File: config.mk
export PLATFORM = sky130hd
export DESIGN_NAME = pipeline_ctrl
export DESIGN_NICKNAME = d
export VERILOG_FILES = /design/src/rtl/pipeline_ctrl.sv
export SDC_FILE = /design/constraint.sdc
export NUM_CORES = 1
export LEC_CHECK = 0
export CORE_UTILIZATION = 40
export CTS_CLUSTER_DIAMETER = 80
export DETAILED_ROUTE_END_ITERATION = 6
export PLACE_DENSITY = 0.69
export SLEW_MARGIN = 40
export SYNTH_ARGS = -nofsm -noshare
export SYNTH_HDL_FRONTEND = slang
export SYNTH_SLANG_ARGS = --single-unit
File: constraint.sdc
create_clock -name clk -period 3.4 [get_ports clk]
set_input_delay 0.34 -clock clk [delete_from_list [all_inputs] [get_ports clk]]
set_output_delay 0.34 -clock clk [all_outputs]
set_load 0.05 [all_outputs]
File: src/rtl/pipeline_ctrl.sv
// Pipeline hazard/stall controller: load-use and branch-compare
// interlocks, redirect flush, imem wait and multiply/divide freeze.
//
// Ports:
//   clk, reset        : clock, synchronous active-high reset
//   id_rs, id_rt      : source register fields of the ID instruction
//   id_uses_rt        : ID instruction reads rt
//   id_branch         : ID instruction is a branch compared in ID
//   id_branch_taken   : that branch resolved taken
//   id_jump           : ID instruction is a jump
//   id_md_start       : ID instruction is a multiply/divide
//   ex_memread        : EX instruction is a load
//   ex_regwrite       : EX instruction writes a register
//   ex_rd             : EX destination register
//   imem_ready        : fetched instruction valid this cycle
//   pc_enable         : PC update enable
//   ifid_enable       : IF/ID load enable
//   ifid_flush        : IF/ID loads a NOP
//   idex_bubble       : ID/EX loads a NOP
//   md_busy           : multiply/divide freeze in progress
//   stall_cycles      : saturating count of cycles with pc_enable=0
module pipeline_ctrl #(
  parameter int unsigned MD_CYCLES = 8
) (
  input  logic        clk,
  input  logic        reset,
  input  logic [4:0]  id_rs,
  input  logic [4:0]  id_rt,
  input  logic        id_uses_rt,
  input  logic        id_branch,
  input  logic        id_branch_taken,
  input  logic        id_jump,
  input  logic        id_md_start,
  input  logic        ex_memread,
  input  logic        ex_regwrite,
  input  logic [4:0]  ex_rd,
  input  logic        imem_ready,
  output logic        pc_enable,
  output logic        ifid_enable,
  output logic        ifid_flush,
  output logic        idex_bubble,
  output logic        md_busy,
  output logic [15:0] stall_cycles
);

  typedef enum logic {
    RUN,
    MD_WAIT
  } state_e;

  localparam logic [7:0] MD_LOAD = 8'(MD_CYCLES - 1);

  state_e      state_q, state_d;
  logic [7:0]  cnt_q, cnt_d;
  logic [15:0] stall_q, stall_d;

  logic load_use;
  logic br_haz;
  logic hazard;
  logic redirect;

  always_comb begin
    load_use = ex_memread && (ex_rd != 5'd0) &&
               ((ex_rd == id_rs) ||
                (id_uses_rt && (ex_rd == id_rt)));
    br_haz   = id_branch && ex_regwrite && (ex_rd != 5'd0) &&
               ((ex_rd == id_rs) || (ex_rd == id_rt));
    hazard   = load_use || br_haz;
    redirect = id_branch_taken || id_jump;
  end

  // Priority: reset, freeze, hazard, redirect, imem wait, normal.
  always_comb begin
    pc_enable   = 1'b1;
    ifid_enable = 1'b1;
    ifid_flush  = 1'b0;
    idex_bubble = 1'b0;
    if (reset) begin
      pc_enable   = 1'b0;
      ifid_flush  = 1'b1;
      idex_bubble = 1'b1;
    end else if (state_q == MD_WAIT) begin
      pc_enable   = 1'b0;
      ifid_enable = 1'b0;
      idex_bubble = 1'b1;
    end else if (hazard) begin
      pc_enable   = 1'b0;
      ifid_enable = 1'b0;
      idex_bubble = 1'b1;
    end else if (redirect) begin
      ifid_flush  = 1'b1;
    end else if (!imem_ready) begin
      pc_enable   = 1'b0;
      ifid_flush  = 1'b1;
    end
  end

  always_comb begin
    state_d = state_q;
    cnt_d   = cnt_q;
    if (state_q == MD_WAIT) begin
      if (cnt_q == 8'd0) begin
        state_d = RUN;
      end else begin
        cnt_d = cnt_q - 8'd1;
      end
    end else if (id_md_start && !hazard) begin
      state_d = MD_WAIT;
      cnt_d   = MD_LOAD;
    end
  end

  always_comb begin
    stall_d = stall_q;
    if (!pc_enable && (stall_q != 16'hFFFF)) begin
      stall_d = stall_q + 16'd1;
    end
  end

  always_ff @(posedge clk) begin
    if (reset) begin
      state_q <= RUN;
      cnt_q   <= 8'd0;
      stall_q <= 16'd0;
    end else begin
      state_q <= state_d;
      cnt_q   <= cnt_d;
      stall_q <= stall_d;
    end
  end

  // Reset forces md_busy low even while the freeze state is still held.
  assign md_busy      = (state_q == MD_WAIT) && !reset;
  assign stall_cycles = stall_q;

endmodule
==> results of run 1 <==
## flip-flops by register name (all words and copies together) (netlist names)
name          count
cnt_q             8
state_q           1
stall_cycles     16
## area by class of cell
type                       count  area (µm²)  area share
multi-input combinational    143        1016      0.4819
timing repair buffer          48       467.9      0.2220
clock buffer                   4       45.04     0.02137
tap                           48       60.06     0.02849
sequential                    25       500.5      0.2374
inverter                       5       18.77    0.008902
## cell families (layout without fill, tap and decap cells)
kind of cell,count (synthesis),count (layout)
XOR/XNOR,13,13
adder cells (fa/ha/maj),2,2
buffers and inverters,14,57
flip-flops,25,25
AO/OA/AOI/OAI,41,41
multiplexers,6,6
AND/OR/NAND/NOR,81,81
## worst max-delay path: cells and delay by family
| family | cells | cell delay, ns |
|---|---|---|
| buf+inv | 2 | 1.26 |
| simple gates | 4 | 0.90 |
| compound gates | 1 | 0.19 |
## synthesized netlist by cell type, drive strengths merged (4+ instances only)
library cell,count,area (µm²)
a21oi,15,75.07
nor4,4,76.32
nor3,10,61.31
xor2,13,113.9
nor2,18,67.56
buf,6,40.04
nor2b,6,37.54
o31ai,8,60.06
nand3,7,47.55
mux2,6,67.56
or4,10,75.07
o21ai,6,33.78
inv,5,18.77
dfxtp,25,500.5
nand2,7,26.28
or3,4,25.02
## per-stage QoR
step                      setup slack [ns]  total power (W)  hold WS [ns]
after floorplan                      1.157        0.0004674        0.4526
after global placement              0.3987        0.0005338        0.4723
after detailed placement            0.3566        0.0005363        0.4744
after CTS                           0.3527        0.0007143        0.4891
after global routing                0.2562        0.0007507        0.5266
final                               0.3708        0.0007042        0.4875
## path summary, 6_finish.rpt
check | start | slack [ns] | cells after the start | endpoint
max reg2reg | stall_cycles[3] | 1.11 | 7 | stall_cycles[1]
min | cnt_q[1] | 0.49 | 2 | cnt_q[1]
min reg2reg | cnt_q[1] | 0.49 | 2 | cnt_q[1]
max | ex_rd[1] | 0.37 | 7 | ifid_enable
## routing by layer
layer | track usage | vias to the layer above | routed length [µm]
met2 | 0.3047 | 22 | 1635
met1 | 0.2601 | 664 | 1823
met4 | 0.05000 | 0 | 33
met5 | 0 | - | 0
li1 | - | 761 | -
met3 | 0.04225 | 5 | 111
## power breakdown
part | switching, W | internal [W]
clock | 0.0000918 | 0.0000838
sequential | 0.0000172 | 0.000310
combinational | 0.000114 | 0.0000870
==> results.txt, run 1 <==
----------------------------------------------------
[Outcome]
  Result of the run ... finished clean

[Critical path]
  Category of the worst setup path capture point ... output pin
  Worst-path cell with the longest stage delay ... clkdlybuf4s50_1
  Maximum fanout count along the critical path ... 3
  Cells along the critical path ... clkdlybuf4s50_1, or4_1, o21ai_2, nor2_1, nor2_1, or2_2, clkdlybuf4s50_1
  Required time of the critical path ... 3.06 ns
  Delay contributed by the slowest stage of the critical path ... about 0.80 ns
  Kind of critical path ... input port to output pin
  Crit path launch type ... input port
  Critical path arrival ... between 2 and 3 ns

[GRT]
  Number of global-route vias before repair ... 1,345
  Total congestion overflow ... 0
  Number of antenna violations at the first check in global routing ... 0
  Largest net degree at the start of global routing ... 28
  Global-route usage over all layers ... 0.1923
  Global-route wire length before repair ... 6354 µm

[Clock tree]
  Resized cells post-CTS ... 0
  CTS Root Cell ... clkbuf_8
  Clock transition at the registers of the reported paths ... 0.08 ns
  Count of clock tree sinks ... 25
  Setup Buffers After CTS ... 0
  Clock network latency to the later pin of the worst-skew pair ... 0.26 ns
  TritonCTS clock tree ... built
  CTS max path bufs ... 2
  Cts hold-fix bufs ... 0
  Number of buffers created by CTS ... 3
  Number of H-tree levels ... 1

[Run]
  MaxCap Viol Count ... 0

[Route]
  Initial DRC count ... 43
  Routed wire length per instance ... 13.20 µm
  Number of vias in the routed layout ... 1,452
  Antenna Violating Nets Remaining ... 0
  Detailed-routing iteration count for the pre-antenna-repair pass ... 4
  Final WL ... 3604 µm
  Detail-routed via count per cell ... 5.319
  Remaining DRCs ... 0

[Synth]
  Combinational family with the most area after synthesis ... simple AND/OR/NAND/NOR gates
  Multiplexer fraction of the synthesized cell area ... 0.04259
  Seq/Total Area, Yosys ... 0.3155
  Xor/xnor cell area share of the yosys netlist ... 0.07177
  Synth Area in Adders ... 0.01577
  Syn Std Cell Area ... 0.001587 mm²
  Asr flop ratio synth ... 0
  Register bit count reported by yosys ... 25
  Synthesized instance count ... 182
  Number of different library cells in the post-synthesis netlist ... 43
  Synth Flop Type ... dfxtp_1
  Simple logic cell fraction of the synthesized area ... 0.3399
  Average cell area after synthesis ... approximately 8.7 µm²
  Fraction of the mapped netlist area in compound gates ... 0.1703
  Yosys synthesis warning count ... 0
  Number of enable flip-flop cells after synthesis ... 0
  Synthesized net count ... 209

[Placement]
  Routability congestion estimate from global placement ... around 0.80
  Cell count after placement ... 269
  Cell area after placement ... 0.002063 mm²
  HPWL after detailed placement ... 2818 µm
  IO buf count ... 45

[Cells and area]
  Fraction of layout instances using a drive strength above 1 ... 0.1067
  Most common cell after layout, fill and taps aside ... clkdlybuf4s50_1
  Final non-filler cell total ... around 270
  Post-layout net count ... 253
  Number of fill cells ... approximately 380
  # diodes ... 0
  Final Util ... 0.5632
  Commonest non-fill, non-tap cells in the layout ... 43 x clkdlybuf4s50_1, 25 x dfxtp_1, 18 x nor2_1, 15 x a21oi_1, 13 x xor2_1
  Area Overhead vs Synth ... 32.89%
  Post-route standard cell area excluding fillers ... 0.002108 mm²

[STA]
  Endpoints failing hold ... 0
  Slew Limit Headroom ... 0.5226
  Unrepaired setup endpoints after global routing ... false
  Summed negative setup slack over all endpoints ... 0 ns
  Max frequency ... 0.3301 GHz
  Fin crit share ... 0.8910
  Setup-failing EPs final ... 0
  Shortest period the worst path allows ... 3.029 ns
  Skew final ... roughly 0.0013 ns
  Worst Tran Pin Value ... approximately 0.7 ns
  Max-slew violation total from the final report ... 0

[Power and ir drop]
  Worst IR Drop VDD ... around 0.00021 V
  Total power density per cell area ... around 330 mW/mm²
  Leakage Power ... 0.7613 nW

[Floorplanning]
  Die extent in x ... 64.98 µm
  Std-Cell Core Area ... 0.003744 mm²
  Starting utilization of the core area ... 0.4238
  Cell Rows ... 22
  Number of placed I/O pins ... 46
  Die Outline Area ... 0.004222 mm²
  Die Height ... 64.98 µm

[Worst hold path]
  Path type of the worst min-delay path ... register to register

----------------------------------------------------
Power figures use the tool's default switching activity.
==> run 2, diff against run 1 <==
--- a/config.mk
+++ b/config.mk
@@ -5,10 +5,12 @@
 export SDC_FILE = /design/constraint.sdc
 export NUM_CORES = 1
 export LEC_CHECK = 0
-export CORE_UTILIZATION = 40
+export CELL_PAD_IN_SITES_DETAIL_PLACEMENT = 1
+export CELL_PAD_IN_SITES_GLOBAL_PLACEMENT = 2
+export CORE_UTILIZATION = 29
 export CTS_CLUSTER_DIAMETER = 80
 export DETAILED_ROUTE_END_ITERATION = 6
-export PLACE_DENSITY = 0.69
+export PLACE_DENSITY_LB_ADDON = 0.1
 export SLEW_MARGIN = 40
 export SYNTH_ARGS = -nofsm -noshare
 export SYNTH_HDL_FRONTEND = slang
==> run 2 against run 1 <==
  * Global-route usage shrank 4.2 points
  * Non-clock buffer count is 1 lower
  * Via count increased by 3.4%
  * Register-to-register slack worse by 0.11 ns
  * Die area increased by 37%
  * Combinational power up 2%
  * Total power rose by 0.38%
  * First-iteration DRC count did not move
  * Flip-flop and latch count unchanged
  * Cell area grew 0.89%
  * Sequential power about the same
  * Count of clock-buffer cells in the layout fell by 1
  * Largest power group unchanged
  * Highest routed layer unchanged
==> results.txt, run 2 (synthesized netlist as in run 1, its figures left out) <==
----------------------------------------------------
[STA]
  Unrepaired setup endpoints after global routing ... false
  Slew Limit Headroom ... 0.6123
  WHS ... slightly below 0.5 ns
  Fin crit share ... 0.9054
  Setup-failing EPs final ... 0
  Endpoints failing hold ... 0
  Skew final ... 0.007529 ns
  Max-slew violation total from the final report ... 0
  Worst Tran Pin Value ... 0.5797 ns
  Shortest period the worst path allows ... slightly above 3 ns
  Max frequency ... approximately 0.32 GHz
  Summed negative setup slack over all endpoints ... 0 ns

[Critical path]
  Category of the worst setup path capture point ... output pin
  Launching point of the worst reg2reg path ... stall_cycles[3]
  Kind of critical path ... input port to output pin
  Worst r2r path cells ... 7
  Crit path launch type ... input port
  Reg-to-reg setup timing slack ... 1.00 ns
  Launch point of the worst path ... ex_rd[1]
  Maximum fanout count along the critical path ... 3
  Required time of the critical path ... 3.06 ns
  Critical path arrival ... 2.74 ns
  Capture point of the worst reg-to-reg path ... stall_cycles[6]

[Floorplanning]
  Die Outline Area ... just under 0.006 mm²
  Cell Rows ... 26
  Die extent in x ... 75.97 µm
  Starting utilization of the core area ... 0.3067
  Number of placed I/O pins ... 46
  Die Height ... between 70 and 80 µm
  Std-Cell Core Area ... 0.005172 mm²

[Cells and area]
  Area Overhead vs Synth ... 34.07%
  Most common cell after layout, fill and taps aside ... clkdlybuf4s50_1
  Fraction of layout instances using a drive strength above 1 ... 0.1116
  Number of fill cells ... 619
  Commonest non-fill, non-tap cells in the layout ... 42 x clkdlybuf4s50_1, 25 x dfxtp_1, 18 x nor2_1, 15 x a21oi_1, 13 x xor2_1
  Number of flip-flops in the largest register ... 16
  Post-layout net count ... 252
  # diodes ... 0

[Clock tree]
  Count of clock tree sinks ... 25
  CTS Root Cell ... clkbuf_8
  CTS max path bufs ... 2
  Clock transition at the registers of the reported paths ... 0.08 ns
  Number of buffers created by CTS ... 3
  Setup Buffers After CTS ... 0
  Cts hold-fix bufs ... 0
  Clock network latency to the later pin of the worst-skew pair ... 0.26 ns
  Number of H-tree levels ... 1
  TritonCTS clock tree ... built
  Resized cells post-CTS ... 0

[Route]
  Detailed-routing iteration count for the pre-antenna-repair pass ... 4
  Detail-routed via count per cell ... 5.109
  Number of vias in the routed layout ... 1,502
  Routed wire length per instance ... around 14 µm
  Remaining DRCs ... 0
  Initial DRC count ... 43
  Antenna Violating Nets Remaining ... 0
  Final WL ... 4177 µm

[Worst hold path]
  Path type of the worst min-delay path ... register to register
  Hold depth ... 2
  Hold Crit Endpoint ... cnt_q[1]
  Beginning of the worst hold path ... cnt_q[1]

[GRT]
  Total congestion overflow ... 0
  Global-route usage over all layers ... 0.1501
  Number of antenna violations at the first check in global routing ... 0
  Largest net degree at the start of global routing ... 28
  Global-route wire length before repair ... 7107 µm
  Number of global-route vias before repair ... between 1,000 and 1,500

[Power and ir drop]
  Leakage Power ... 0.7586 nW
  Total power density per cell area ... 332.3 mW/mm²
  Worst IR Drop VDD ... between 0.00015 and 0.0002 V

[Placement]
  HPWL after detailed placement ... 3228 µm
  Routability congestion estimate from global placement ... between 0.8 and 0.9
  IO buf count ... 45

[Run]
  MaxCap Viol Count ... 0

[Outcome]
  Result of the run ... finished clean

----------------------------------------------------
## run 2: cell types whose count changed in the layout (fill, tap and decap cells not counted), sizes merged
cell | before | now
clkinv | 0 | 1
clkdlybuf4s50 | 43 | 42
clkbuf | 4 | 3
## run 2: through the flow
stage	area [µm²]	cells	setup slack (ns)	util	total power, W
2_1_floorplan	1587	182	1.157	-	0.0004674
3_3_place_gp	2081	290	0.3526	0.4023	0.0005330
3_5_place_dp	2081	290	0.3429	0.4023	0.0005412
4_1_cts	2127	294	0.3192	0.4112	0.0007226
5_1_grt	2127	294	0.2222	0.4112	0.0007596
6_report	2127	294	0.3217	0.4112	0.0007069
## run 2: worst max path at each step
stage                     slack (ns)              end
after detailed placement        0.34      idex_bubble
after global placement          0.35      idex_bubble
after CTS                       0.32      idex_bubble
after global routing            0.22      idex_bubble
after floorplan                 1.16  stall_cycles[0]
final                           0.32      idex_bubble
## run 2: worst max-delay path: stages
cell             delay (ns)
clkdlybuf4s50_1        0.48
or4_1                  0.57
o21ai_2                0.22
nor2_1                 0.10
or3_1                  0.32
clkdlybuf4s50_1        0.70
## run 2: final cells by class
class                      count  area (µm²)  share of cell area
multi-input combinational    143        1016              0.4776
sequential                    25       500.5              0.2353
timing repair buffer          47       457.9              0.2153
tap                           70       87.58             0.04118
clock buffer                   3       41.29             0.01941
inverter                       5       18.77            0.008824
clock inverter                 1       5.005            0.002353
## run 2: power breakdown
| group | total (W) | internal (W) | switching [W] | leakage [nW] |
|---|---|---|---|---|
| Sequential | 0.000328 | 0.000310 | 0.0000173 | 0.204 |
| Clock | 0.000173 | 0.0000818 | 0.0000917 | 0.0255 |
| Combinational | 0.000206 | 0.0000870 | 0.000119 | 0.530 |
| Total | 0.000707 | 0.000479 | 0.000228 | 0.759 |
## run 2: routing by layer
| layer | track usage | wire [µm] | vias to the layer above |
|---|---|---|---|
| met2 | 0.2445 | 1958 | 34 |
| li1 | - | - | 753 |
| met3 | 0.02892 | 156 | 2 |
| met5 | 0 | 0 | - |
| met4 | 0.04038 | 25 | 0 |
| met1 | 0.2018 | 2037 | 713 |
